`src/rtl/dct_transpose_buffer_pkg.sv`:
```
// Shared 2D-DCT definitions: block geometry, word/index types and the
// row-major <-> column-major index swap used by both DCT stages.
package dct_transpose_buffer_pkg;

  localparam int DCT_DATA_W = 16;
  localparam int DCT_LOG2N  = 3;
  localparam int DCT_N      = 1 << DCT_LOG2N;
  localparam int DCT_DEPTH  = DCT_N * DCT_N;
  localparam int DCT_AW     = 2 * DCT_LOG2N;

  typedef logic [DCT_AW-1:0] dct_idx_t;

  // Swap the row and column fields of a block index: {i[2:0], i[5:3]}.
  function automatic dct_idx_t col_major_idx(input dct_idx_t i);
    return {i[DCT_LOG2N-1:0], i[DCT_AW-1:DCT_LOG2N]};
  endfunction

endpackage

```
`src/rtl/dct_tb_bank.sv`:
```
// One N*N x DATA_W storage bank with a synchronous write port and a
// combinational read port. Contents are intentionally not reset.
module dct_tb_bank
  import dct_transpose_buffer_pkg::*;
#(
  parameter int DATA_W = DCT_DATA_W,
  parameter int DEPTH  = DCT_DEPTH,
  localparam int AW    = $clog2(DEPTH)
) (
  input  logic              clk,
  input  logic              we,
  input  logic [AW-1:0]     waddr,
  input  logic [DATA_W-1:0] wdata,
  input  logic [AW-1:0]     raddr,
  output logic [DATA_W-1:0] rdata
);

  logic [DATA_W-1:0] mem_q [DEPTH];

  // Store the incoming word when this bank is the active write bank.
  always_ff @(posedge clk) begin
    if (we) begin
      mem_q[waddr] <= wdata;
    end
  end

  assign rdata = mem_q[raddr];

endmodule

```
`src/rtl/dct_transpose_buffer.sv`:
```
// Ping-pong transpose buffer between the row-DCT and column-DCT stages.
// One bank is filled in row-major order while the other is drained in
// column-major order; full[] tracks which banks hold a complete block.
module dct_transpose_buffer
  import dct_transpose_buffer_pkg::*;
#(
  parameter int DATA_W = DCT_DATA_W
) (
  input  logic              clk,
  input  logic              clr_n,
  input  logic              in_valid,
  output logic              in_ready,
  input  logic [DATA_W-1:0] in_data,
  output logic              out_valid,
  input  logic              out_ready,
  output logic [DATA_W-1:0] out_data,
  output logic [DCT_AW-1:0] out_idx,
  output logic              out_last
);

  localparam int            AW       = DCT_AW;
  localparam logic [AW-1:0] LAST_IDX = AW'(DCT_DEPTH - 1);

  logic [AW-1:0] wcnt_q, wcnt_d;
  logic [AW-1:0] rcnt_q, rcnt_d;
  logic          wsel_q, wsel_d;
  logic          rsel_q, rsel_d;
  logic [1:0]    full_q, full_d;

  logic          wr_fire;
  logic          rd_fire;
  logic [AW-1:0] rd_addr;
  logic [DATA_W-1:0] bank_rdata [2];

  // Handshake qualifiers and the transposed read address.
  always_comb begin
    in_ready  = !full_q[wsel_q];
    out_valid = full_q[rsel_q];
    wr_fire   = in_valid && in_ready;
    rd_fire   = out_valid && out_ready;
    rd_addr   = col_major_idx(rcnt_q);
  end

  // Two identical banks; only the selected one is written, both are read
  // at the same address and the output mux picks rsel.
  generate
    for (genvar gi = 0; gi < 2; gi++) begin : g_bank
      dct_tb_bank #(
        .DATA_W (DATA_W),
        .DEPTH  (DCT_DEPTH)
      ) u_bank (
        .clk   (clk),
        .we    (wr_fire && (wsel_q == 1'(gi))),
        .waddr (wcnt_q),
        .wdata (in_data),
        .raddr (rd_addr),
        .rdata (bank_rdata[gi])
      );
    end
  endgenerate

  // Counter, bank-select and full-flag updates. A set and a clear can never
  // hit the same full bit: writing needs the bank empty, reading needs it full.
  always_comb begin
    wcnt_d = wcnt_q;
    wsel_d = wsel_q;
    rcnt_d = rcnt_q;
    rsel_d = rsel_q;
    full_d = full_q;
    if (wr_fire) begin
      wcnt_d = wcnt_q + AW'(1);
      if (wcnt_q == LAST_IDX) begin
        full_d[wsel_q] = 1'b1;
        wsel_d         = ~wsel_q;
      end
    end
    if (rd_fire) begin
      rcnt_d = rcnt_q + AW'(1);
      if (rcnt_q == LAST_IDX) begin
        full_d[rsel_q] = 1'b0;
        rsel_d         = ~rsel_q;
      end
    end
  end

  // State registers; reset abandons any partial block on either side.
  always_ff @(posedge clk or negedge clr_n) begin
    if (!clr_n) begin
      wcnt_q <= '0;
      rcnt_q <= '0;
      wsel_q <= 1'b0;
      rsel_q <= 1'b0;
      full_q <= 2'b00;
    end else begin
      wcnt_q <= wcnt_d;
      rcnt_q <= rcnt_d;
      wsel_q <= wsel_d;
      rsel_q <= rsel_d;
      full_q <= full_d;
    end
  end

  // Output word, its source index and end-of-block flag, zeroed when idle.
  always_comb begin
    out_data = '0;
    out_idx  = '0;
    out_last = 1'b0;
    if (out_valid) begin
      out_data = bank_rdata[rsel_q];
      out_idx  = rd_addr;
      out_last = (rcnt_q == LAST_IDX);
    end
  end

endmodule
```
`config.mk`:
```
export PLATFORM = sky130hd
export DESIGN_NAME = dct_transpose_buffer
export DESIGN_NICKNAME = d
export VERILOG_FILES = /design/src/rtl/dct_transpose_buffer_pkg.sv /design/src/rtl/dct_tb_bank.sv /design/src/rtl/dct_transpose_buffer.sv
export SDC_FILE = /design/constraint.sdc
export NUM_CORES = 2
export LEC_CHECK = 0
export CAP_MARGIN = 20
export CORE_MARGIN = 5
export CORE_UTILIZATION = 65
export DETAILED_ROUTE_END_ITERATION = 7
export DONT_BUFFER_PORTS = 1
export PLACE_DENSITY = 0.81
export SETUP_SLACK_MARGIN = 0.15
export SKIP_CTS_REPAIR_TIMING = 1
export SLEW_MARGIN = 20
export SYNTH_ARGS = -nofsm -noshare
export SYNTH_HDL_FRONTEND = slang
export SYNTH_SLANG_ARGS = --single-unit
export TNS_END_PERCENT = 10
```
`constraint.sdc`:
```
create_clock -name clk -period 8.68 [get_ports clk]
set_clock_uncertainty 0.2 [all_clocks]
set_input_delay 0.868 -clock clk [delete_from_list [all_inputs] [get_ports clk]]
set_output_delay 0.868 -clock clk [all_outputs]
set_load 0.01 [all_outputs]
```
* Yosys cells after proc, flatten, opt, wreduce, memory -nomap -nowiden
Memories as Yosys holds them, arrays and structs flattened.
Cells that the tools add are included.
** Storage, ports and cells
- Memory bits (writable) :: 2048
- Bits of input ports :: 20
- Output and inout port bits :: 25
- Bits in registers :: 16
- Memories :: 2
- Logic and storage cells :: 53
** Operators by class
- $add $sub $neg :: 2
- Eq/ne operators :: 2
- Mux-type cells :: 22
- Order comparisons :: 5
- Reductions and logical operators :: 9
- Bitwise operators :: 6
** Memories
- g_bank[0].u_bank.mem_q :: depth 64, bits a word 16, rd ports 1, clocked after memory_dff 0, wr ports 1, line dct_tb_bank.sv:18 : logic [DATA_W-1:0] mem_q [DEPTH];
- g_bank[1].u_bank.mem_q :: depth 64, bits a word 16, rd ports 1, clocked after memory_dff 0, wr ports 1, line dct_tb_bank.sv:18
** Operators with widths (number)
- 16-bit two-way mux :: 4
- 6-bit by 1-bit adder with 6-bit output (second input constant) :: 2
- 6-bit equality test (second input constant) :: 2
- 1-bit two-way mux :: 11
- 2-bit two-way mux :: 4
- 1-bit logical AND :: 6
- 6-bit two-way mux :: 1
- 1-bit by 2-bit less-than comparator with 1-bit output (second input constant) :: 2
- 2-bit AND reduction :: 2
- 2-bit AND :: 1
- 1-bit demux with 1-bit select :: 2
- 1-bit greater-or-equal comparator (second input constant) :: 2
- 2-bit greater-or-equal comparator (second input constant) :: 1
- 1-bit inverter :: 2
- 1-bit inverter with 2-bit output :: 1
- 2-bit inverter :: 1
- 2-bit bitwise OR :: 1
- 1-bit logical NOT :: 1

* Logic depth before layout (Yosys ltp)
- Word-level depth :: 10
- Gate-level depth with buffers :: 11
- Gate-level depth less buffers :: 6

* Hierarchy
From an unflattened synthesis, not the netlist that was laid out.
** Unflattened totals
- Cells, all modules :: 3735
- Area total of the unflattened synthesis :: 80513.5 µm²
** By module, submodules not included
- dct_tb_bank :: area an instance 39721.8 µm², cells each 1813, sequential area each 30749.5 µm², instances 2
- dct_transpose_buffer :: area an instance 1069.8 µm², cells each 109, sequential area each 400.4 µm², instances 1

* Least setup slack after synthesis
No wires, ideal clock.
- Path type :: reg2out
- Start point :: register rcnt_q[3]
- End point :: output out_data[6]
- Data required time :: 7612 ps
- Arrival time :: 2099 ps
- Stages on the path, launching flop included :: 10
- Setup slack :: 5513 ps
- Path buffers :: 4
- Cell sequence :: dfrtp_1 buf_6 buf_6 buf_6 buf_2 mux4_2 mux2i_1 nand2_1 a211oi_1 a31oi_1
** Between the ends
- Longest elaborated chain between the ends :: 5
** RTL lines
- start: declaration :: line dct_transpose_buffer.sv:25 : logic [AW-1:0] rcnt_q, rcnt_d;
- start signal: assignment :: line dct_transpose_buffer.sv:96 : rcnt_q <= rcnt_d;
- memory 64 x 16 bit
- 16-bit two-way mux (implied by the code) (*) (3 in a row) :: line dct_transpose_buffer.sv:109 : out_data = bank_rdata[rsel_q];
- 16-bit two-way mux (*) :: line dct_transpose_buffer.sv:108 : if (out_valid) begin
- end: declaration :: line dct_transpose_buffer.sv:16 : output logic [DATA_W-1:0] out_data,
Mark *: on every way between the ends. The rest lies on a longest branch, timed or not. The select of a mux whose other input is x is not followed.

* Worst setup path in the final report
- Start point :: register rcnt_q[5]
- End point :: output out_data[10]
The elaborated chain is that of the path after synthesis.

==> results.md <==
* Nets at 4064
* Netlist cell types at 54
* Post-Syn Nets at 3872
* Vias at 41.87k
* Fin cells at 5827
* Starting Density at 0.6558
* CP max FO at 42
* Post-DR vias/cell at 7.185
* Worst setup EP type: primary output
* Die Y at 360.9 um
* Crit Path Class: reg2out
* Global route overflow at 0
* Num Clock Sinks at 2064
* RSZ-0062 raised after global routing: no
* Die area at 0.1302 sq mm
* Filler cell count at 6384
* Synth Flop Type: edfxtp_1
* Outcome: finished, final reports clean
* Ys async rst share at 0.007752
* Setup crit start kind: flop
* Worst slack at placement at 3.562 ns
* Final hold vios at 0
* Cells after synthesis at 3850
* Pin count of the biggest net entering global routing at 129
* Max clock buf depth at 3
* Synth warnings at 0
* Syn_area_per_cell at 20.79 sq um
* FF+latch area at 0.06191 sq mm
* Worst-margin pin slew at 1.261 ns
* Share of layout cells above drive strength 1 at 0.2089
* Slew HR at 0.1557
* Post-synth EDFFs at 2048
* CTS buffer count at 191
* Area delta synth->final at 12.01%
* First-pass GRT wire length at 288000 um
* Number of global-route vias before repair at 40.67k
* Final WL at 214100 um
* Cell Pwr Density at 234.7 mW/mm^2
* Initial antenna violation count at 14
* GP Congestion at 0.8780
* Post-synthesis register bit count at 2064
* Final setup viols at 0
* CTS tree: built
* Hold_ws at 0.01720 ns
* Die X at 360.9 um
* Max-slew violation count at 0
* Setup TNS at 0 ns
* Drt first pass iters at 6
* Post-route ant nets at 0
* HP Class: in2reg
* Clock Latency Late Sink at 0.83 ns
* Crit path arrival time at 5.09 ns
* Final worst slack at 2.520 ns
* Max-cap violations at 0
* Fmax achieved at 162.3 MHz
* FP Rows at 128
* Sequential fraction of the synthesis area at 0.7735
* Clock transition at path regs at 0.07 ns
* Root Buffer: clkbuf_16
* Final period util at 0.7097
* WL/cell at 36.74 um
* Synth Cell Area at 0.08003 sq mm
* Drt drc at 0
* Min cycle time layout at 6.160 ns
* I/O Pins at 45
* Dpl cells at 5409
* 1st-iter DRT viols at 7472
* DP HPWL at 102700 um
* Core area at 0.1220 sq mm
* Max IR drop VDD at 0.2177 mV
* IO Port Bufs at 0
* CP required at 7.61 ns
* Multi-input gate area at 0.01701 sq mm
* H-tree levels at 4
* Total global-route track usage at 0.3068
* Static leakage at 26.94 nW
cells in the mapped netlist, drive strengths merged, types with 2 or more instances:
| master | n | area share |
|---|---|---|
| nor4 | 2 | 0.00016 |
| clkbuf | 80 | 0.0038 |
| mux2i | 388 | 0.049 |
| and4 | 15 | 0.0016 |
| nor4b | 2 | 0.00038 |
| nor2 | 151 | 0.0071 |
| and2 | 6 | 0.00047 |
| nand3b | 8 | 0.00075 |
| and3 | 4 | 0.00031 |
| edfxtp | 2048 | 0.77 |
| nor2b | 27 | 0.0021 |
| a31oi | 32 | 0.0025 |
| ha | 2 | 0.00031 |
| nand3 | 66 | 0.0041 |
| nor3b | 4 | 0.00038 |
| inv | 7 | 0.00033 |
| mux2 | 2 | 0.00028 |
| or2 | 2 | 0.00016 |
| dfrtp | 16 | 0.0050 |
| or3b | 6 | 0.00066 |
| o21ai | 15 | 0.00094 |
| a21oi | 69 | 0.0043 |
| a22o | 30 | 0.0033 |
| mux4 | 365 | 0.10 |
| nand4 | 4 | 0.00031 |
| xor2 | 3 | 0.00033 |
| or3 | 10 | 0.00078 |
| a22oi | 162 | 0.015 |
| nand2 | 83 | 0.0039 |
| nor3 | 33 | 0.0021 |
| buf | 152 | 0.012 |
| o22ai | 15 | 0.0012 |
| nand2b | 4 | 0.00031 |
| xnor2 | 9 | 0.00099 |
| a211oi | 18 | 0.0025 |
worst paths after layout:
| kind | cells past startpoint | slack (ns) | startpoint | end |
|---|---|---|---|---|
| worst min-delay path | 0 | 0.02 | in_data[10] | g_bank[0].u_bank.mem_q[51][10] |
| worst max-delay path | 7 | 2.52 | rcnt_q[5] | out_data[10] |
| min in group asynchronous | 1 | 0.44 | clr_n | rcnt_q[5] |
| worst min register to register | 1 | 0.36 | rcnt_q[2] | rcnt_q[2] |
| max in group asynchronous | 1 | 7.15 | clr_n | rcnt_q[4] |
| worst max register to register | 4 | 4.82 | wcnt_q[0] | g_bank[1].u_bank.mem_q[6][15] |
cell type report:
| class | instances | area share |
|---|---|---|
| Inverter | 8 | 0.0003350 |
| Antenna cell | 4 | 0.0001117 |
| Multi-Input combinational cell | 1546 | 0.1897 |
| Sequential cell | 2064 | 0.6907 |
| Clock inverter | 133 | 0.01478 |
| Clock buffer | 216 | 0.05555 |
| Timing Repair Buffer | 231 | 0.02612 |
| Tap cell | 1625 | 0.02268 |
sequential cells by signal, summed over array words and instances, names as in the netlist:
name and flops:
full_q 2, wcnt_q 6, g_bank.u_bank.mem_q 2048, rcnt_q 6, rsel_q 1, wsel_q 1
layer usage:
| layer | GRT usage | routed length (um) |
|---|---|---|
| met5 | 0 | 0 |
| met4 | 0.1074 | 11710 |
| met3 | 0.08607 | 31300 |
| met2 | 0.4773 | 100400 |
| met1 | 0.4295 | 70700 |
power breakdown:
part | leakage (nW) | internal (mW) | switching [mW]
logic | 5.24 | 0.286 | 0.967
clock network | 3.09 | 4.82 | 3.70
registers | 18.6 | 11.2 | 0.104
worst max-delay path, stage by stage (launching register included):
cell     delay [ns]
dfrtp_4        0.89
buf_4          0.56
buf_4          0.66
mux4_2         0.42
mux2i_1        0.22
nor2_1         0.11
nor3_1         0.72
a31oi_1        0.66
stage by stage:
step | utilization | cell area (sq um) | total power, mW
final | 0.7345 | 89640 | 21.04
after global routing | 0.7344 | 89630 | 21.56
after CTS | 0.7262 | 88620 | 20.80
after detailed placement | 0.6745 | 82320 | 12.45
after global placement | 0.6740 | 82250 | 12.41
after floorplan | - | 80030 | 11.96
cells by family after synthesis:
group,after synthesis,synth area share
compound gates,347,0.03060
mux,755,0.1525
fa+ha+maj,2,0.0003126
xor+xnor,12,0.001313
flops,2064,0.7735
buf+inv,240,0.01582
simple gates,430,0.02598
placed cells by master, fill, tap and decap left out, drive strengths merged, types with 3 or more instances in the layout:
master	Yosys	routed
and3	4	4
dfrtp	16	16
mux2i	388	388
xor2	3	3
a22o	30	30
and2	6	6
inv	7	16
a22oi	162	162
nor3	33	33
a211oi	18	18
edfxtp	2048	2048
clkbuf	80	216
a31oi	32	32
dlygate4sd3	0	40
nand2	83	83
nor2	151	151
nor3b	4	4
nand4	4	4
nand3	66	66
clkinv	1	92
bufinv	0	23
nor2b	27	27
or3	10	10
buf	152	191
and4	15	15
diode	0	4
or3b	6	6
xnor2	9	9
mux4	365	365
a21oi	69	69
o21ai	15	15
nand3b	8	8
nand2b	4	4
clkinvlp	0	10
o22ai	15	15
Power figures use the tool's default switching activity.
